===== src/rtl/dispatch_pkg.sv =====
// Shared dispatch types: instruction classes, tag layout and per-channel packet formats.
// Tag = {valid, unit, index}; an all-zero tag means the operand value is already present.
package dispatch_pkg;

    localparam int XLEN    = 32;
    localparam int CLS_W   = 4;
    localparam int OP_W    = 6;
    localparam int IDX_W   = 4;
    localparam int TAG_W   = IDX_W + 2;

    localparam logic [OP_W-1:0]  NOP      = '0;
    localparam logic [TAG_W-1:0] TAG_FREE = '0;
    localparam logic             UNIT_ALU = 1'b0;
    localparam logic             UNIT_LS  = 1'b1;

    typedef enum logic [CLS_W-1:0] {
        CLS_NONE  = 4'd0,
        CLS_LUI   = 4'd1,
        CLS_AUIPC = 4'd2,
        CLS_JAL   = 4'd3,
        CLS_JALR  = 4'd4,
        CLS_RI    = 4'd5,
        CLS_RR    = 4'd6,
        CLS_B     = 4'd7,
        CLS_LD    = 4'd8,
        CLS_ST    = 4'd9,
        CLS_SYS   = 4'd10
    } cls_e;

    typedef logic [TAG_W-1:0] tag_t;

    typedef struct packed {
        logic [OP_W-1:0] op;
        tag_t            dest;
        tag_t            tag1;
        logic [XLEN-1:0] data1;
        tag_t            tag2;
        logic [XLEN-1:0] data2;
        logic [XLEN-1:0] addr;
    } alu_pkt_t;

    typedef struct packed {
        logic [OP_W-1:0] op;
        tag_t            tag1;
        logic [XLEN-1:0] data1;
        tag_t            tag2;
        logic [XLEN-1:0] data2;
        logic [XLEN-1:0] imm;
        logic [XLEN-1:0] addr;
    } br_pkt_t;

    typedef struct packed {
        logic [OP_W-1:0] op;
        tag_t            dest;
        tag_t            tag1;
        logic [XLEN-1:0] data1;
        tag_t            tag2;
        logic [XLEN-1:0] data2;
        logic [XLEN-1:0] imm;
    } ls_pkt_t;

    function automatic tag_t make_tag(input logic unit, input logic [IDX_W-1:0] idx);
        return {1'b1, unit, idx};
    endfunction

endpackage


===== src/rtl/dispatch_stage_if.sv =====
// Decoder, regfile, reservation-station and rename signals seen by the dispatch stage.
// master = surrounding pipeline, slave = dispatch_stage.
interface dispatch_stage_if #(
    parameter int DATA_W    = 32,
    parameter int NAME_W    = 5,
    parameter int ALU_DEPTH = 16,
    parameter int LS_DEPTH  = 16
) ();
    import dispatch_pkg::*;

    logic                 flush;
    logic                 in_valid;
    logic                 in_ready;
    logic [CLS_W-1:0]     in_class;
    logic [OP_W-1:0]      in_op;
    logic [DATA_W-1:0]    in_addr;
    logic [NAME_W-1:0]    in_rd;
    logic [DATA_W-1:0]    in_imm;
    logic [TAG_W-1:0]     src1_tag;
    logic [TAG_W-1:0]     src2_tag;
    logic [DATA_W-1:0]    src1_data;
    logic [DATA_W-1:0]    src2_data;
    logic [ALU_DEPTH-1:0] alu_free;
    logic [LS_DEPTH-1:0]  ls_free;
    logic                 ren_en;
    logic [NAME_W-1:0]    ren_name;
    logic [TAG_W-1:0]     ren_tag;
    logic                 alu_valid;
    logic                 alu_ready;
    alu_pkt_t             alu_pkt;
    logic                 br_valid;
    logic                 br_ready;
    br_pkt_t              br_pkt;
    logic                 ls_valid;
    logic                 ls_ready;
    ls_pkt_t              ls_pkt;

    modport master (
        output flush, in_valid, in_class, in_op, in_addr, in_rd, in_imm,
               src1_tag, src2_tag, src1_data, src2_data, alu_free, ls_free,
               alu_ready, br_ready, ls_ready,
        input  in_ready, ren_en, ren_name, ren_tag,
               alu_valid, alu_pkt, br_valid, br_pkt, ls_valid, ls_pkt
    );

    modport slave (
        input  flush, in_valid, in_class, in_op, in_addr, in_rd, in_imm,
               src1_tag, src2_tag, src1_data, src2_data, alu_free, ls_free,
               alu_ready, br_ready, ls_ready,
        output in_ready, ren_en, ren_name, ren_tag,
               alu_valid, alu_pkt, br_valid, br_pkt, ls_valid, ls_pkt
    );

endinterface


===== src/rtl/dispatch_stage_free_tag_picker.sv =====
// Lowest-set-bit picker over (vec & ~mask); purely combinational, no handshake.
module free_tag_picker #(
    parameter  int W  = 16,
    localparam int IW = $clog2(W)
) (
    input  logic [W-1:0]  vec,
    input  logic [W-1:0]  mask,
    output logic          found,
    output logic [IW-1:0] idx
);

    logic [W-1:0] avail;
    assign avail = vec & ~mask;

    // Scan downward so the last hit written is the lowest index.
    always_comb begin
        found = 1'b0;
        idx   = '0;
        for (int i = W - 1; i >= 0; i--) begin
            if (avail[i]) begin
                found = 1'b1;
                idx   = IW'(i);
            end
        end
    end

endmodule


===== src/rtl/dispatch_stage.sv =====
// Routes decoded instructions to ALU/BR/LS channels with tag allocation and rename; 1-cycle latency.
// Accepts only when the target slot is empty or draining and a free entry exists; payload holds while stalled.
module dispatch_stage
    import dispatch_pkg::*;
#(
    parameter int DATA_W    = 32,
    parameter int NAME_W    = 5,
    parameter int ALU_DEPTH = 16,
    parameter int LS_DEPTH  = 16
) (
    input logic       clk,
    input logic       rst,
    dispatch_stage_if.slave bus
);

    localparam int AIW = $clog2(ALU_DEPTH);
    localparam int LIW = $clog2(LS_DEPTH);

    logic [ALU_DEPTH-1:0] alu_infl;
    logic [LS_DEPTH-1:0]  ls_infl;
    logic                 alu_found;
    logic                 ls_found;
    logic [AIW-1:0]       alu_idx;
    logic [LIW-1:0]       ls_idx;

    free_tag_picker #(.W(ALU_DEPTH)) u_alu_pick (
        .vec(bus.alu_free), .mask(alu_infl), .found(alu_found), .idx(alu_idx)
    );

    free_tag_picker #(.W(LS_DEPTH)) u_ls_pick (
        .vec(bus.ls_free), .mask(ls_infl), .found(ls_found), .idx(ls_idx)
    );

    cls_e cls;
    logic is_alu, is_br, is_ld, is_st, is_ls, use_src2;
    assign cls = cls_e'(bus.in_class);

    always_comb begin
        is_alu   = 1'b0;
        is_br    = 1'b0;
        is_ld    = 1'b0;
        is_st    = 1'b0;
        use_src2 = 1'b0;
        case (cls)
            CLS_LUI, CLS_AUIPC, CLS_JAL, CLS_JALR, CLS_RI: is_alu = 1'b1;
            CLS_RR: begin is_alu = 1'b1; use_src2 = 1'b1; end
            CLS_B:  begin is_br  = 1'b1; use_src2 = 1'b1; end
            CLS_LD: is_ld = 1'b1;
            CLS_ST: begin is_st  = 1'b1; use_src2 = 1'b1; end
            default: ;
        endcase
    end
    assign is_ls = is_ld | is_st;

    logic alu_valid_q, br_valid_q, ls_valid_q;
    logic alu_slot, br_slot, ls_slot, in_ready_c, xfer;

    assign alu_slot = !alu_valid_q || bus.alu_ready;
    assign br_slot  = !br_valid_q  || bus.br_ready;
    assign ls_slot  = !ls_valid_q  || bus.ls_ready;

    // Unroutable classes are still consumed so the decoder never wedges on them.
    always_comb begin
        if (bus.flush)   in_ready_c = 1'b0;
        else if (is_alu) in_ready_c = alu_slot && alu_found;
        else if (is_br)  in_ready_c = br_slot;
        else if (is_ls)  in_ready_c = ls_slot && ls_found;
        else             in_ready_c = 1'b1;
    end
    assign xfer = bus.in_valid && in_ready_c;

    // Depths above 2**IDX_W do not fit the tag index field.
    tag_t                 alu_dtag, ls_dtag, op2_tag;
    logic [DATA_W-1:0]    op2_data;
    logic [ALU_DEPTH-1:0] alu_set;
    logic [LS_DEPTH-1:0]  ls_set;

    assign alu_dtag = make_tag(UNIT_ALU, IDX_W'(alu_idx));
    assign ls_dtag  = make_tag(UNIT_LS, IDX_W'(ls_idx));
    assign op2_tag  = use_src2 ? bus.src2_tag  : TAG_FREE;
    assign op2_data = use_src2 ? bus.src2_data : bus.in_imm;
    assign alu_set  = (xfer && is_alu) ? (ALU_DEPTH'(1) << alu_idx) : '0;
    assign ls_set   = (xfer && is_ls)  ? (LS_DEPTH'(1)  << ls_idx)  : '0;

    alu_pkt_t          alu_pkt_q;
    br_pkt_t           br_pkt_q;
    ls_pkt_t           ls_pkt_q;
    logic              ren_en_q;
    logic [NAME_W-1:0] ren_name_q;
    tag_t              ren_tag_q;

    always_ff @(posedge clk or posedge rst) begin
        if (rst) begin
            alu_valid_q <= 1'b0;
            br_valid_q  <= 1'b0;
            ls_valid_q  <= 1'b0;
            alu_pkt_q   <= '0;
            br_pkt_q    <= '0;
            ls_pkt_q    <= '0;
            ren_en_q    <= 1'b0;
            ren_name_q  <= '0;
            ren_tag_q   <= TAG_FREE;
            alu_infl    <= '0;
            ls_infl     <= '0;
        end else if (bus.flush) begin
            alu_valid_q <= 1'b0;
            br_valid_q  <= 1'b0;
            ls_valid_q  <= 1'b0;
            ren_en_q    <= 1'b0;
            alu_infl    <= '0;
            ls_infl     <= '0;
        end else begin
            if (xfer && is_alu) begin
                alu_valid_q <= 1'b1;
                alu_pkt_q   <= '{op: bus.in_op, dest: alu_dtag,
                                 tag1: bus.src1_tag, data1: bus.src1_data,
                                 tag2: op2_tag, data2: op2_data, addr: bus.in_addr};
            end else if (bus.alu_ready) begin
                alu_valid_q <= 1'b0;
            end

            if (xfer && is_br) begin
                br_valid_q <= 1'b1;
                br_pkt_q   <= '{op: bus.in_op, tag1: bus.src1_tag, data1: bus.src1_data,
                                tag2: op2_tag, data2: op2_data,
                                imm: bus.in_imm, addr: bus.in_addr};
            end else if (bus.br_ready) begin
                br_valid_q <= 1'b0;
            end

            if (xfer && is_ls) begin
                ls_valid_q <= 1'b1;
                ls_pkt_q   <= '{op: bus.in_op, dest: ls_dtag,
                                tag1: bus.src1_tag, data1: bus.src1_data,
                                tag2: op2_tag, data2: op2_data, imm: bus.in_imm};
            end else if (bus.ls_ready) begin
                ls_valid_q <= 1'b0;
            end

            // Stores and rd=0 writers still allocate, but nothing is renamed.
            ren_en_q <= xfer && (is_alu || is_ld) && (bus.in_rd != '0);
            if (xfer && (is_alu || is_ld)) begin
                ren_name_q <= bus.in_rd;
                ren_tag_q  <= is_ld ? ls_dtag : alu_dtag;
            end

            // An entry stays in flight until the station reports it occupied; a new claim wins.
            alu_infl <= (alu_infl & bus.alu_free) | alu_set;
            ls_infl  <= (ls_infl  & bus.ls_free)  | ls_set;
        end
    end

    assign bus.in_ready  = in_ready_c;
    assign bus.alu_valid = alu_valid_q;
    assign bus.alu_pkt   = alu_pkt_q;
    assign bus.br_valid  = br_valid_q;
    assign bus.br_pkt    = br_pkt_q;
    assign bus.ls_valid  = ls_valid_q;
    assign bus.ls_pkt    = ls_pkt_q;
    assign bus.ren_en    = ren_en_q;
    assign bus.ren_name  = ren_name_q;
    assign bus.ren_tag   = ren_tag_q;

endmodule


===== src/flat_wrapper.sv =====
// flat-port wrapper written by rule: the top's interface ports become plain ports
module dispatch_stage_flat import dispatch_pkg::*;
#(
    parameter int DATA_W    = 32,
    parameter int NAME_W    = 5,
    parameter int ALU_DEPTH = 16,
    parameter int LS_DEPTH  = 16
)
  (clk, rst, bus_flush, bus_in_valid, bus_in_class, bus_in_op, bus_in_addr, bus_in_rd, bus_in_imm, bus_src1_tag, bus_src2_tag, bus_src1_data, bus_src2_data, bus_alu_free, bus_ls_free, bus_alu_ready, bus_br_ready, bus_ls_ready, bus_in_ready, bus_ren_en, bus_ren_name, bus_ren_tag, bus_alu_valid, bus_alu_pkt, bus_br_valid, bus_br_pkt, bus_ls_valid, bus_ls_pkt);
  dispatch_stage_if #(.DATA_W(DATA_W), .NAME_W(NAME_W), .ALU_DEPTH(ALU_DEPTH), .LS_DEPTH(LS_DEPTH)) bus_i ();
  input logic clk;
  input logic rst;
  input wire logic [$bits(bus_i.flush)-1:0] bus_flush;
  input wire logic [$bits(bus_i.in_valid)-1:0] bus_in_valid;
  input wire logic [$bits(bus_i.in_class)-1:0] bus_in_class;
  input wire logic [$bits(bus_i.in_op)-1:0] bus_in_op;
  input wire logic [$bits(bus_i.in_addr)-1:0] bus_in_addr;
  input wire logic [$bits(bus_i.in_rd)-1:0] bus_in_rd;
  input wire logic [$bits(bus_i.in_imm)-1:0] bus_in_imm;
  input wire logic [$bits(bus_i.src1_tag)-1:0] bus_src1_tag;
  input wire logic [$bits(bus_i.src2_tag)-1:0] bus_src2_tag;
  input wire logic [$bits(bus_i.src1_data)-1:0] bus_src1_data;
  input wire logic [$bits(bus_i.src2_data)-1:0] bus_src2_data;
  input wire logic [$bits(bus_i.alu_free)-1:0] bus_alu_free;
  input wire logic [$bits(bus_i.ls_free)-1:0] bus_ls_free;
  input wire logic [$bits(bus_i.alu_ready)-1:0] bus_alu_ready;
  input wire logic [$bits(bus_i.br_ready)-1:0] bus_br_ready;
  input wire logic [$bits(bus_i.ls_ready)-1:0] bus_ls_ready;
  output wire logic [$bits(bus_i.in_ready)-1:0] bus_in_ready;
  output wire logic [$bits(bus_i.ren_en)-1:0] bus_ren_en;
  output wire logic [$bits(bus_i.ren_name)-1:0] bus_ren_name;
  output wire logic [$bits(bus_i.ren_tag)-1:0] bus_ren_tag;
  output wire logic [$bits(bus_i.alu_valid)-1:0] bus_alu_valid;
  output wire logic [$bits(bus_i.alu_pkt)-1:0] bus_alu_pkt;
  output wire logic [$bits(bus_i.br_valid)-1:0] bus_br_valid;
  output wire logic [$bits(bus_i.br_pkt)-1:0] bus_br_pkt;
  output wire logic [$bits(bus_i.ls_valid)-1:0] bus_ls_valid;
  output wire logic [$bits(bus_i.ls_pkt)-1:0] bus_ls_pkt;
  assign bus_i.flush = bus_flush;
  assign bus_i.in_valid = bus_in_valid;
  assign bus_i.in_class = bus_in_class;
  assign bus_i.in_op = bus_in_op;
  assign bus_i.in_addr = bus_in_addr;
  assign bus_i.in_rd = bus_in_rd;
  assign bus_i.in_imm = bus_in_imm;
  assign bus_i.src1_tag = bus_src1_tag;
  assign bus_i.src2_tag = bus_src2_tag;
  assign bus_i.src1_data = bus_src1_data;
  assign bus_i.src2_data = bus_src2_data;
  assign bus_i.alu_free = bus_alu_free;
  assign bus_i.ls_free = bus_ls_free;
  assign bus_i.alu_ready = bus_alu_ready;
  assign bus_i.br_ready = bus_br_ready;
  assign bus_i.ls_ready = bus_ls_ready;
  assign bus_in_ready = bus_i.in_ready;
  assign bus_ren_en = bus_i.ren_en;
  assign bus_ren_name = bus_i.ren_name;
  assign bus_ren_tag = bus_i.ren_tag;
  assign bus_alu_valid = bus_i.alu_valid;
  assign bus_alu_pkt = bus_i.alu_pkt;
  assign bus_br_valid = bus_i.br_valid;
  assign bus_br_pkt = bus_i.br_pkt;
  assign bus_ls_valid = bus_i.ls_valid;
  assign bus_ls_pkt = bus_i.ls_pkt;
  dispatch_stage #(.DATA_W(DATA_W), .NAME_W(NAME_W), .ALU_DEPTH(ALU_DEPTH), .LS_DEPTH(LS_DEPTH)) u_core (.clk(clk), .rst(rst), .bus(bus_i));
endmodule

===== config.mk =====
export PLATFORM = sky130hd
export DESIGN_NAME = dispatch_stage_flat
export DESIGN_NICKNAME = d
export VERILOG_FILES = /design/src/rtl/dispatch_pkg.sv /design/src/rtl/dispatch_stage_if.sv /design/src/rtl/dispatch_stage_free_tag_picker.sv /design/src/rtl/dispatch_stage.sv /design/src/flat_wrapper.sv
export SDC_FILE = /design/constraint.sdc
export NUM_CORES = 1
export LEC_CHECK = 0
export ABC_AREA = 1
export CAP_MARGIN = 40
export CORE_AREA = 2 2 235 237
export DETAILED_ROUTE_END_ITERATION = 10
export DIE_AREA = 0 0 237 239
export MAX_ROUTING_LAYER = met4
export PLACE_DENSITY_LB_ADDON = 0.1
export SETUP_SLACK_MARGIN = 0.2
export SYNTH_ARGS = -nofsm -noshare
export SYNTH_HDL_FRONTEND = slang
export SYNTH_HIERARCHICAL = 1
export SYNTH_SLANG_ARGS = --single-unit

===== constraint.sdc =====
create_clock -name clk -period 20.3 [get_ports clk]
set_clock_uncertainty 0.2 [all_clocks]
set_input_delay 4.06 -clock clk [delete_from_list [all_inputs] [get_ports clk]]
set_output_delay 4.06 -clock clk [all_outputs]
set_load 0.1 [all_outputs]

==> results of run 1 <==
[metal layers]
layer | routed length, um | vias to the layer above | track usage [%]
met4 | 2330 | 0 | 9.09
li1 | - | 7909 | -
met3 | 3350 | 129 | 4.05
met5 | 0 | - | -
met2 | 36900 | 599 | 44.5
met1 | 27000 | 8223 | 29.2
[report_power, final]
group	switching, uW	leakage (uW)	internal [uW]
combinational	1590	0.00948	1050
sequential	93.1	0.00556	1010
clock	360	0.000757	505
[worst max-delay path by stage]
stage                          start                 end  slack [ps]  depth (start not counted)
floorplan                        rst  u_core/alu_infl[0]        4040                          1
global placement    bus_alu_free[15]        bus_in_ready        9130                         11
detailed placement  bus_alu_free[15]        bus_in_ready        9510                         12
CTS                 bus_alu_free[15]        bus_in_ready        9470                         12
global route        bus_alu_free[15]        bus_in_ready        9360                         12
finish              bus_alu_free[15]        bus_in_ready        9460                         12
[kinds of logic after synthesis]
family | after synthesis | synth area share (%)
simple gates | 670 | 16.2
compound gates | 476 | 14.0
flops | 431 | 62.5
other cells | 1 | 0.0217
buf+inv | 283 | 7.28
[Yosys cell counts]
master    count  area share [%]
clkbuf_1     50             1.1
nand3_2       1           0.058
nor3_1        2           0.058
a21boi_0      1           0.044
a21oi_2       3            0.15
nor2_4        1           0.065
clkinv_1      2           0.044
o21ai_0     337             9.8
a21oi_1      66             1.9
a31oi_1       2           0.072
inv_1       160             3.5
or2_1         1           0.036
nor2_2        3            0.11
nor2_1       73             1.6
conb_1        1           0.022
buf_6        12            0.78
nand4_1      36             1.3
o21ai_1      63             1.8
nand2_1     495              11
buf_4        18            0.78
dfrtp_1     431              62
nor4_1        5            0.18
inv_2         9            0.20
o21bai_1      2           0.087
nand2_2      14            0.51
buf_1         3           0.065
nand3_1      27            0.78
nand2_4      12            0.78
buf_2        29            0.84
a21boi_1      2           0.087
[state kept, by name, summed over array words and instances (netlist names)]
signal,count
u_core/bus.ren_en,1
u_core/bus.br_valid,1
u_core/bus.alu_pkt,119
u_core/alu_infl,16
u_core/ls_infl,16
u_core/bus.ren_tag,6
u_core/bus.alu_valid,1
u_core/bus.ls_valid,1
u_core/bus.ren_name,5
u_core/bus.ls_pkt,119
u_core/bus.br_pkt,146
[worst register-to-register path, delay by kind of cell (launching register included)]
| kind | cells | cell delay [ps] |
|---|---|---|
| AOI/OAI and AO/OA | 4 | 870 |
| buffers and inverters | 5 | 1380 |
| DFF | 1 | 400 |
| and+or+nand+nor | 6 | 1060 |
[cell type report]
cell class,count,area share [%]
Sequential cell,431,30.9
Clock inverter,17,0.434
Tap cell,704,2.52
Timing Repair Buffer,1019,45.1
Antenna cell,11,0.0788
Clock buffer,70,4.02
Inverter,171,1.86
Multi-Input combinational cell,1147,15.1
[per-stage QoR]
stage	setup WS, ps	total power (uW)
after floorplan	4040	2410
final	9460	4620
after detailed placement	9510	3770
after CTS	9470	4660
after global placement	9130	2880
after global routing	9360	4770
==> out/qor.txt, run 1 <==
Status: completed
Row cnt: 86
Clock Path Buffers: 3
Req. time, crit path: 16040 ps
R2R Path End: u_core/bus.ls_pkt[13]
Die Area: 56600 sq um
Worst slew margin relative to its limit: 38.9%
Crit. End Element: primary output
Die Ht: 239 um
ANT nets after route: 0
Core box area: 54300 sq um
Post-synthesis register bit count: 431
Worst-margin pin slew: 917 ps
Post-synthesis sequential area ratio: 62.5%
# DRC: 0
Via count: 16860
Critical path data arrival time: 6580 ps
CTS tree: done
RSZ-0062 raised after global routing: false
Chip width: 237 um
Reg-to-reg setup timing slack: 16270 ps
Final Cell Area: 34900 sq um
Via/cell ratio: 4.72
Pins Over Slew Limit: 0
Static Leak: 0.0158 uW
Min-delay src: u_core/bus.br_pkt[0]
Largest net degree at the start of global routing: 118
Vias in the first global route: 18044
Fillers: 3958
Most common cell after layout, fill and taps aside: clkdlybuf4s50_1
Cell Chain, Critical Path: clkdlybuf4s50_1, inv_1, o21ai_1, nor2_1, inv_1, nor3_1, nand3_1, a21boi_0, a21oi_2, nor2_2, clkdlybuf4s50_1, buf_16
Drt first pass iters: 5
Layout cells sized above 1: 19.2%
Hold Buf Count CTS: 0
Num CTS Buffers: 49
Detailed Route WL: 69.6 mm
Post-CTS setup repair buffer count: 0
Initial Util: 31.8%
Initial antenna violation count: 11
Max frequency: 92.2 MHz
Final core occ: 64.3%
Multi-input combinational cell area: 5260 sq um
Hold Crit Depth: 2
CP max-delay cell: clkdlybuf4s50_1
I/O Buffers: 594
Final Hold Fails: 0
IO Pins: 596
Final setup violation count: 0
CP Class: in -> out
Placer Congestion: 0.925
Most frequent cells in the layout: clkdlybuf4s50_1, nand2_1, dfrtp_1
Synth Area per Inst: 9.27 sq um
Tmin final: 10840 ps
Worst VDD drop: 0.0000802 V
Wire per inst: 19.5 um
Worst stage delay on the critical path: 630 ps
Tot GR Track Use: 25.3%
HPWL after detailed placement: 53.0 mm
Synth warnings: 6
Fin nets: 3013
Clk_lat worst skew: 570 ps
PD cells: 132 nW/um^2
Cell variety after synth: 30
Post-cts gate resize count: 0
Syn-to-layout area delta: 102%
H-tree level count: 2
Post-Syn Nets: 2055
Worst R2R Start: u_core/alu_infl[14]
Area after DPL: 33300 sq um
Worst Hold End: u_core/bus.br_pkt[0]
Non-Filler Instances: 3570
Initial drt markers: 1215
Clock-pin slew on the worst setup and hold paths: 60 ps
WHS: 280 ps
CP Max Fanout: 2
First-pass GRT wire length: 107 mm
Sinks on Clock Net: 431
Setup TNS: 0 ps
R2R cell count: 15
Hold Path Class: reg -> reg
Placed instance count: 3472
Buf/Inv on CP: 5
CP startpoint kind: input port
Cell family with most CP delay: buffers and inverters
Sequential Area: 10800 sq um
Syn Inst Count: 1861
Fin crit share: 53.4%
Synthesized area: 17300 sq um
Grt total ovfl: 0
Clk root buf: clkbuf_16
Max Cap Viol: 0
(Power assumes the default switching activity.)
==> run 2, diff against run 1 <==
Settings changed: CORE_AREA 2 2 235 237 to 2 2 234 236, DIE_AREA 0 0 237 239 to 0 0 236 238.
Clock period 20.3 ns to 8.8 ns, I/O delays scaled along.
==> run 2 against run 1 <==
  * Non-clock buffer count is 8 lower
  * Hold slack lost 2.1 ps
  * Setup slack got worse by 6700 ps
  * Power rose by 130%
  * Wire length hardly changed
  * Critical endpoint unchanged
  * Largest cell class unchanged
==> out/qor.txt, run 2 (synthesis results as in run 1) <==
Via count: 16943 (was 16860)
Max FFs per register: 146 (unchanged)
Area after DPL: 33200 sq um (was 33300 sq um)
Die Area: 56200 sq um (was 56600 sq um)
Buf/Inv on CP: 5 (unchanged)
Critical path data arrival time: 4050 ps (was 6580 ps)
Initial drt markers: 1280 (was 1215)
Tmin final: 6010 ps
Cell Chain, Critical Path: clkdlybuf4s50_1, inv_1, o21ai_1, nor2_1, inv_1, nor3_1, nand3_1, a21boi_0, a21oi_2, nor2_2, buf_4, buf_4 (was clkdlybuf4s50_1, inv_1, o21ai_1, nor2_1, inv_1, nor3_1, nand3_1, a21boi_0, a21oi_2, nor2_2, clkdlybuf4s50_1, buf_16)
I/O Buffers: 594 (unchanged)
Worst slew margin relative to its limit: 37.1% (was 38.9%)
IO Pins: 596 (unchanged)
CTS tree: done (unchanged)
Status: completed (unchanged)
Max Cap Viol: 0 (unchanged)
Post-CTS setup repair buffer count: 0 (unchanged)
Cell family with most CP delay: buffers and inverters (unchanged)
Req. time, crit path: 6840 ps (was 16040 ps)
Via/cell ratio: 4.76 (was 4.72)
PD cells: 309 nW/um^2 (was 132 nW/um^2)
First-pass GRT wire length: 107 mm (about the same)
Pins Over Slew Limit: 0 (unchanged)
Max frequency: 166 MHz
Clk network pwr share: 19.8% (was 18.7%)
Fillers: 3742 (was 3958)
ANT nets after route: 0 (unchanged)
Vias in the first global route: 17842 (was 18044)
Initial Util: 32.3% (was 31.8%)
Core box area: 53500 sq um (was 54300 sq um)
Drt first pass iters: 5 (unchanged)
Clock Path Buffers: 3 (unchanged)
Largest net degree at the start of global routing: 169 (was 118)
Non-Filler Instances: 3559 (was 3570)
Clock-pin slew on the worst setup and hold paths: 50 ps (was 60 ps)
Syn-to-layout area delta: 102% (about the same)
WHS: 278 ps (was 280 ps)
Worst stage delay on the critical path: 500 ps (was 630 ps)
Grt total ovfl: 0 (unchanged)
Most common cell after layout, fill and taps aside: clkdlybuf4s50_1 (unchanged)
Seq pwr share: 23.7% (was 24.0%)
NetSw: 4720 uW (was 2050 uW)
Worst VDD drop: 0.000174 V (was 0.0000802 V)
Setup TNS: 0 ps (unchanged)
Multi-input combinational cell area: 5260 sq um (unchanged)
Sw Share: 43.8% (was 44.3%)
Final Hold Fails: 0 (unchanged)
Post-cts gate resize count: 0 (unchanged)
Static Leak: 0.0158 uW (about the same)
CP max-delay cell: clkdlybuf4s50_1 (unchanged)
Power share of the combinational group: 56.5% (was 57.3%)
HPWL after detailed placement: 51.9 mm (was 53.0 mm)
RSZ-0062 raised after global routing: false (unchanged)
Worst-margin pin slew: 943 ps (was 917 ps)
Die Ht: 238 um (was 239 um)
Final setup violation count: 0 (unchanged)
Crit. End Element: primary output (unchanged)
Initial antenna violation count: 10 (was 11)
CP startpoint kind: input port (unchanged)
Tot GR Track Use: 25.5% (was 25.3%)
Row cnt: 85 (was 86)
P_int: 6050 uW (was 2570 uW)
Clk_lat worst skew: 580 ps (was 570 ps)
Detailed Route WL: 69.6 mm (about the same)
Layout cells sized above 1: 19.2% (about the same)
Placer Congestion: 0.891 (was 0.925)
Placed instance count: 3456 (was 3472)
Fin nets: 3005 (was 3013)
Hold Buf Count CTS: 0 (unchanged)
# DRC: 0 (unchanged)
Final Cell Area: 34900 sq um (about the same)
Wire per inst: 19.6 um (was 19.5 um)
Sequential Area: 10800 sq um (unchanged)
H-tree level count: 2 (unchanged)
CP Max Fanout: 39 (was 2)
Fin crit share: 68.3%
Sinks on Clock Net: 431 (unchanged)
Num CTS Buffers: 49 (unchanged)
Hold Path Class: reg -> reg (unchanged)
CP Class: in -> out (unchanged)
Clk root buf: clkbuf_16 (unchanged)
Chip width: 236 um (was 237 um)
Most frequent cells in the layout: clkdlybuf4s50_1, nand2_1, dfrtp_1 (unchanged)
## run 2: area by class of cell
| type | instances | share of cell area (%) |
|---|---|---|
| antenna | 11 | 0.0789 |
| multi-input combinational | 1147 | 15.1 |
| tap | 696 | 2.49 |
| sequential | 431 | 30.9 |
| timing repair buffer | 1011 | 44.7 |
| clock buffer | 75 | 4.32 |
| clock inverter | 17 | 0.566 |
| inverter | 171 | 1.85 |
## run 2: routing by layer
| metal | share of wire, % | vias up | track usage, % |
|---|---|---|---|
| li1 | - | 7903 | - |
| met1 | 39 | 8210 | 30.1 |
| met2 | 51 | 653 | 42.7 |
| met3 | 5.3 | 177 | 4.40 |
| met4 | 4.5 | 0 | 11.6 |
| met5 | 0 | - | - |
## run 2: final timing paths
path | slack [ps] | depth (start not counted) | from | to
min in group asynchronous | 1320 | 2 | rst | u_core/bus.ls_pkt[42]
max reg2reg | 4950 | 14 | u_core/alu_infl[14] | u_core/bus.alu_pkt[19]
min reg2reg | 280 | 2 | u_core/bus.ren_tag[5] | u_core/bus.ren_tag[5]
max in group asynchronous | 5860 | 3 | rst | u_core/bus.br_pkt[132]
min | 280 | 2 | u_core/bus.ren_tag[5] | u_core/bus.ren_tag[5]
max | 2790 | 12 | bus_alu_free[15] | bus_in_ready
## run 2: per-stage QoR
step                      total power [uW]  utilization [%]  setup slack (ps)
after detailed placement              8690             62.0              2790
after floorplan                       5570                -              1020
final                                10800             65.3              2790
after global routing                 11100             65.2              2580
after global placement                6650             44.2              2840
after CTS                            10900             65.2              2790
## run 2: worst register-to-register path: stages (launching register included)
cell,delay (ps)
dfrtp_1,420
inv_2,60
nand2_1,60
o21ai_1,130
nor2_1,70
inv_1,70
nor3_1,60
nand3_1,110
a21boi_0,260
a21oi_2,60
nor2_2,100
buf_4,400
nand3_4,660
buf_4,630
o21ai_0,440
## run 2: power groups by stage
stage | sequential, uW | combinational [uW] | clock, uW
6_report | 2550 | 6090 | 2140
5_1_grt | 2590 | 6250 | 2270
4_1_cts | 2550 | 6120 | 2190
3_5_place_dp | 2580 | 6100 | 0
3_3_place_gp | 2560 | 4090 | 0
2_1_floorplan | 5190 | 382 | 0
==> run 3, diff against run 2 <==
Settings changed: CORE_AREA 2 2 234 236 to 2 2 235 237, DIE_AREA 0 0 236 238 to 0 0 237 239.
Clock period 8.8 ns to 6.1 ns, I/O delays scaled along.
==> run 3 against run 2 <==
  * Hold slack worse by 16 ps
  * Combinational power is 44% higher
  * Cell area hardly changed
  * Cell count is 0.39% higher
  * Global-route usage is 0.72 points lower
  * Critical endpoint unchanged
  * Largest cell class unchanged
==> out/qor.txt, run 3 (synthesis results as in run 1) <==
Highest Signal Layer: met4 (unchanged)
Detailed Route WL: 68.9 mm (was 69.6 mm)
CTS tree: done (unchanged)
Worst-margin pin slew: 1060 ps (was 943 ps)
Vias in the first global route: 17711 (was 17842)
Power share of the combinational group: 56.6% (was 56.5%)
Fin nets: 3010 (was 3005)
HPWL after detailed placement: 50.9 mm (was 51.9 mm)
Non-Filler Instances: 3573 (was 3559)
Drt first pass iters: 5 (unchanged)
Layout cells sized above 1: 19.1% (was 19.2%)
PD cells: 444 nW/um^2 (was 309 nW/um^2)
Die Ht: 239 um (was 238 um)
Fin crit share: 72.4%
Post-CTS setup repair buffer count: 0 (unchanged)
Clk network pwr share: 19.6% (was 19.8%)
Num CTS Buffers: 50 (was 49)
First-pass GRT wire length: 105 mm (was 107 mm)
ANT nets after route: 0 (unchanged)
CP Class: in -> out (unchanged)
Syn-to-layout area delta: 102% (about the same)
Wire per inst: 19.3 um (was 19.6 um)
Grt total ovfl: 0 (unchanged)
CP startpoint kind: input port (unchanged)
IO Pins: 596 (unchanged)
CP Max Fanout: 2 (was 39)
Tmin final: 4420 ps
Hold Buf Count CTS: 0 (unchanged)
Final setup violation count: 0 (unchanged)
Most common cell after layout, fill and taps aside: clkdlybuf4s50_1 (unchanged)
Met2 wire length: 35.7 mm (about the same)
Most frequent cells in the layout: clkdlybuf4s50_1, nand2_1, dfrtp_1 (unchanged)
Sinks on Clock Net: 431 (unchanged)
H-tree level count: 2 (unchanged)
Clock-pin slew on the worst setup and hold paths: 50 ps (about the same)
Crit. End Element: primary output (unchanged)
P_int: 8680 uW (was 6050 uW)
Via/cell ratio: 4.73 (was 4.76)
Pre-CTS setup slack: 1390 ps (was 2790 ps)
Critical path data arrival time: 3000 ps (was 4050 ps)
Max Cap Viol: 0 (unchanged)
Static Leak: 0.0158 uW (about the same)
Via count: 16904 (was 16943)
Max FFs per register: 146 (unchanged)
Post-route setup slack: 1680 ps (was 2790 ps)
Final Hold Fails: 0 (unchanged)
Chip width: 237 um (was 236 um)
Clk_lat worst skew: 590 ps (was 580 ps)
M1 wire length: 26.6 mm (was 27.1 mm)
Sw Share: 44.0% (was 43.8%)
NetSw: 6820 uW (was 4720 uW)
Met3 wire len: 3.57 mm (was 3.71 mm)
Final core occ: 64.2% (was 65.3%)
Placed instance count: 3468 (was 3456)
Status: completed (unchanged)
Max frequency: 226 MHz
Largest net degree at the start of global routing: 238 (was 169)
Worst slew margin relative to its limit: 29.6% (was 37.1%)
# DRC: 0 (unchanged)
Setup TNS: 0 ps (unchanged)
Die Area: 56600 sq um (was 56200 sq um)
I/O Buffers: 594 (unchanged)
RSZ-0062 raised after global routing: false (unchanged)
Req. time, crit path: 4680 ps (was 6840 ps)
Final Cell Area: 34900 sq um (about the same)
Seq pwr share: 23.8% (was 23.7%)
Row cnt: 86 (was 85)
Clk root buf: clkbuf_16 (unchanged)
Initial antenna violation count: 17 (was 10)
Post-cts gate resize count: 0 (unchanged)
Core box area: 54300 sq um (was 53500 sq um)
Placer Congestion: 0.840 (was 0.891)
Area after DPL: 33200 sq um (about the same)
Initial Util: 31.8% (was 32.3%)
Worst VDD drop: 0.000263 V (was 0.000174 V)
Clock Path Buffers: 3 (unchanged)
Initial drt markers: 1173 (was 1280)
Pins Over Slew Limit: 0 (unchanged)
Tot GR Track Use: 24.7% (was 25.5%)
Hold Path Class: reg -> reg (unchanged)
==> run 3: power groups by stage <==
stage / Combinational [uW] / Sequential (uW) / Clock (uW)
floorplan: 552 / 7480 / 0
global placement: 5910 / 3690 / 0
detailed placement: 8810 / 3730 / 0
CTS: 8820 / 3690 / 3110
global route: 9000 / 3740 / 3230
finish: 8780 / 3690 / 3030
==> run 3: per-layer routing <==
layer | up-vias | GRT usage [%]
met2 | 621 | 42.4
li1 | 7919 | -
met5 | - | -
met1 | 8186 | 28.5
met4 | 0 | 11.1
met3 | 178 | 4.28
==> run 3: cell type report <==
cell class	count	area, sq um
Antenna cell	17	42.5
Clock buffer	69	1400
Clock inverter	19	246
Fill cell	3935	19500
Inverter	171	646
Multi-Input combinational cell	1147	5260
Sequential cell	431	10800
Tap cell	704	881
Timing Repair Buffer	1015	15600
==> run 3: path summary, 6_finish.rpt <==
path / from / to / depth (start not counted) / slack, ps
min reg2reg: u_core/bus.ren_tag[5] / u_core/bus.ren_tag[5] / 2 / 260
max: bus_alu_free[15] / bus_in_ready / 11 / 1680
min in group asynchronous: rst / u_core/bus.br_pkt[43] / 2 / 780
max reg2reg: u_core/alu_infl[14] / u_core/bus.ls_pkt[43] / 14 / 2630
max in group asynchronous: rst / u_core/bus.alu_pkt[119] / 4 / 3570
min: u_core/bus.ren_tag[5] / u_core/bus.ren_tag[5] / 2 / 260
==> run 3: metrics by stage <==
| step | hold slack, ps | power [uW] |
|---|---|---|
| finish | 263 | 15500 |
| global placement | 248 | 9600 |
| global route | 298 | 16000 |
| CTS | 266 | 15600 |
| floorplan | 308 | 8030 |
| detailed placement | 251 | 12500 |
==> run 3: worst max-delay path: stages <==
cell and delay, ps:
clkdlybuf4s50_1 440, inv_1 110, o21ai_1 80, nor2_1 130
inv_1 70, nor3_1 220, nand3_1 170, a21boi_0 170
a21oi_2 130, nor2_2 70, buf_12 170
==> RTL edit 1, RTL diff (flow settings as in run 2) <==
Make the reset (`rst`) synchronous in one clocked block.
--- a/src/rtl/dispatch_stage.sv
+++ b/src/rtl/dispatch_stage.sv
@@ -91,3 +91,3 @@
 
-    always_ff @(posedge clk or posedge rst) begin
+    always_ff @(posedge clk) begin
         if (rst) begin
Formal check against the unedited RTL: not equivalent (Yosys sat finds a counterexample within 4 cycles, from zero or initial values and one cycle with rst high; the reset may be asserted at any time).
==> RTL edit 1 against run 2 <==
  * Routed wire length up 28%
  * Core utilization up 4.6 points
  * Critical path depth fell by 3
  * Sequential cell count unchanged
  * Cell area rose by 7.0%
  * Hold slack worse by 16 ps
  * Setup slack worse by 150 ps
  * Area after synthesis is 15% higher
  * Critical path type unchanged
Power is not compared: it rests on default switching activity, and its combinational part moved more than twofold at a synthesized area within 25%.
==> RTL edit 1: results (changes against run 2) <==
status - completed
WP data arrival - 4200 ps (+150 ps)
htree depth - 2 (unchanged)
Yosys cell types - 28 (-6.7%)
Mapped Nets - 3387 (+65%)
vias in the first global route - 23200 (+30%)
cells after synthesis - 3193 (+72%)
largest net degree at the start of global routing - 206 (+22%)
HPWL after DPL - 61.0 mm (+18%)
WHS Endpoint - u_core/ls_infl[11]
XOR/XNOR Fraction of Synth Area - 0% (unchanged)
Critical Path Max Stage Delay - 590 ps (+90 ps)
Inst Count DP - 4727 (+37%)
reg2reg end - u_core/bus.ls_pkt[85]
WL final - 89.0 mm (+28%)
Seq/Total Area, Yosys - 43.7% (-19 points)
initial antenna violation count - 19 (+9)
R2R cell count - 17 (+3)
fin nets - 4277 (+42%)
DRT Pass-1 Iters - 6 (+1)
initial DRC count - 1938 (+51%)
RD Place Congestion - 0.819 (-8.1%)
min-delay src - u_core/ls_infl[11]
FF-to-FF Start - u_core/ls_infl[14]
peak fanout along the critical path - 52 (+33%)
list of most frequent post-synthesis cells - 948 x nand2_1, 727 x nor2_1, 607 x inv_1, 431 x dfxtp_1, 136 x nand4_1
share of layout cells above drive strength 1 - 13.4% (-5.8 points)
Reg clk slew, reported paths - 50 ps (about the same)
CP max stage cell - clkdlybuf4s50_1
ys async rst share - 0% (-100 points)
Slew @ Worst Pin - 1150 ps (+210 ps)
post-CTS setup buffers - 0 (unchanged)
wire per inst - 18.4 um (-5.9%)
GRT Resource Usage Total - 31.7% (+6.3 points)
CTS Buf Count - 50 (+2.0%)
vias per inst - 4.71 (-0.96%)
top cells by area, synth - dfxtp_1 44%, nand2_1 18%, nor2_1 14%, inv_1 12%, nand4_1 4.3%
RTL edit 1: changes by cell type after synthesis, sizes merged, moves of 27 or more:
cell,before,now
nand4,36,136
inv,169,617
o21ai,400,8
nand3,28,60
clkbuf,50,88
buf,62,89
dfxtp,0,431
dfrtp,431,0
nand2,521,973
nor2,77,731
RTL edit 1: through the flow:
stage | hold WS (ps) | worst slack, ps
2_1_floorplan | 243 | 3750
3_3_place_gp | 238 | 1950
3_5_place_dp | 255 | 2700
4_1_cts | 265 | 2680
5_1_grt | 283 | 2510
6_report | 262 | 2640
RTL edit 1: area by class of cell:
type / count / area, sq um
fill: 3725 / 16100
timing repair buffer: 1015 / 15700
sequential: 431 / 8630
multi-input combinational: 1965 / 8080
inverter: 620 / 2330
clock buffer: 73 / 1490
tap: 696 / 871
clock inverter: 18 / 215
antenna: 20 / 50.0
RTL edit 1: where the power goes:
part           switching (mW)  internal, mW
clock network           0.879          1.29
logic                   0.737         0.461
registers              0.0317          2.00
RTL edit 1: worst max-delay path by stage:
| stage | cells past startpoint | startpoint | end | slack, ps |
|---|---|---|---|---|
| global placement | 8 | bus_in_class[1] | bus_in_ready | 1950 |
| CTS | 10 | bus_in_class[2] | bus_in_ready | 2680 |
| finish | 9 | bus_in_class[3] | bus_in_ready | 2640 |
| floorplan | 13 | bus_ls_free[15] | bus_in_ready | 3750 |
| detailed placement | 10 | bus_in_class[2] | bus_in_ready | 2700 |
| global route | 10 | bus_in_class[2] | bus_in_ready | 2510 |
RTL edit 1: metal layers:
layer	vias up	share of wire, %	global-route usage, %
li1	11100	-	-
met1	10400	39	35.5
met2	1019	48	52.4
met3	321	7.0	6.29
met4	0	6.4	19.6
met5	-	0	-
RTL edit 1: worst min-delay path, stage by stage, from the launching register on:
cell	delay (ps)
dfxtp_1	310
nand2_1	60
a21oi_1	50
==> RTL edit 2, RTL diff (config.mk and constraints of run 2) <==
Without the edit above. `LS_DEPTH` is set to 16 in 3 places; all go to 8.
--- a/src/rtl/dispatch_stage_if.sv
+++ b/src/rtl/dispatch_stage_if.sv
@@ -6,3 +6,3 @@
     parameter int ALU_DEPTH = 16,
-    parameter int LS_DEPTH  = 16
+    parameter int LS_DEPTH  = 8
 ) ();
--- a/src/rtl/dispatch_stage.sv
+++ b/src/rtl/dispatch_stage.sv
@@ -8,3 +8,3 @@
     parameter int ALU_DEPTH = 16,
-    parameter int LS_DEPTH  = 16
+    parameter int LS_DEPTH  = 8
 ) (
--- a/src/flat_wrapper.sv
+++ b/src/flat_wrapper.sv
@@ -6,3 +6,3 @@
     parameter int ALU_DEPTH = 16,
-    parameter int LS_DEPTH  = 16
+    parameter int LS_DEPTH  = 8
 )
Ports: changed (resized bus_ls_free); port bits go from 596 to 588. The function was not compared with the original's and may differ.
==> RTL edit 2 against run 2 <==
  * Total power is 0.64% lower
  * Area after synthesis is 3.9% lower
  * Cell area is 2.2% lower
  * Synthesized cell count is 5.0% lower
  * Die area stayed put
  * Sequential cell count is 9 lower
  * Setup slack worse by 400 ps
  * Register-to-register slack better by 110 ps
  * Critical path depth is 3 lower
  * Routed wire length is 4.6% lower
==> RTL edit 2: results (changes against run 2) <==
status - completed
Seq pwr share - 23.5% (-0.2 points)
Peak Freq - 156 MHz (-6.3%)
WHS Endpoint - u_core/bus.alu_pkt[113]
final hold slack - 273 ps (-4.97 ps)
list of most frequent post-synthesis cells - 481 x nand2_1, 422 x dfrtp_1, 215 x o21ai_1, 179 x o21ai_0, 157 x inv_1
Seq/Total Area, Yosys - 63.7% (+1.2 points)
GRT met3 Usage - 4.07% (-0.32 points)
WL final - 66.4 mm (-4.6%)
CTS Buf Count - 48 (-2.0%)
peak fanout along the critical path - 32 (-18%)
largest net degree at the start of global routing - 209 (+24%)
fill count - 3861 (+3.2%)
GRT Resource Usage Total - 24.4% (-1.1 points)
reg2reg end - u_core/bus.ls_pkt[40]
Peak VDD IR - 0.222 mV (+28%)
first-pass GRT wire length - 103 mm (-4.0%)
RD Place Congestion - 0.873 (-2.0%)
post-CTS setup buffers - 0 (unchanged)
WP data arrival - 4460 ps (+410 ps)
routed length on met2 - 34.3 mm (-3.9%)
met1 Use GR - 28.5% (-1.6 points)
Leak - 15.5 nW (-2.0%)
pre-CTS WS - 2380 ps (-405 ps)
vias per inst - 4.64 (-2.5%)
Routed met1 length - 26.2 mm (-3.0%)
worst skew pair latency - 560 ps (-20 ps)
Yosys warning count - 6 (unchanged)
share of layout cells above drive strength 1 - 19.3% (+0.15 points)
cells after synthesis - 1768 (-5.0%)
met2 Use GR - 42.1% (-0.54 points)
Sw Share - 43.9% (+0.059 points)
HPWL after DPL - 50.0 mm (-3.8%)
Port Buffers - 585 (-1.5%)
reg2reg setup slack - 5060 ps (+110 ps)
met3 WL - 3.52 mm (-5.3%)
vias in the first global route - 17100 (-4.4%)
Power Dens Cells - 314 mW/mm^2 (+1.6%)
Critical Path Sink - bus_in_ready
RTL edit 2: cell count changes in the layout (fill, tap and decap cells not counted), sizes merged, moves of 6 or more:
cell,before,now
nand4,36,28
a21oi,69,61
nand3,28,20
nor3,2,10
inv,169,163
nor2,77,60
clkbuf,75,62
clkdlybuf4s50,593,585
nand2,521,495
dfrtp,431,422
RTL edit 2: layout make-up:
class                           count  share of cell area (%)
Clock inverter                     22                   0.887
Timing Repair Buffer             1005                    45.4
Inverter                          162                    1.79
Clock buffer                       62                    4.00
Sequential cell                   422                    30.9
Antenna cell                        9                  0.0660
Tap cell                          696                    2.55
Multi-Input combinational cell   1079                    14.4
RTL edit 2: kinds of logic (layout without fill, tap and decap cells):
| group | Yosys count | in the layout | synth area share (%) |
|---|---|---|---|
| compound gates | 460 | 460 | 14.0 |
| buf+inv | 268 | 1251 | 6.96 |
| flops | 422 | 422 | 63.7 |
| other cells | 1 | 11 | 0.0226 |
| simple gates | 617 | 617 | 15.3 |
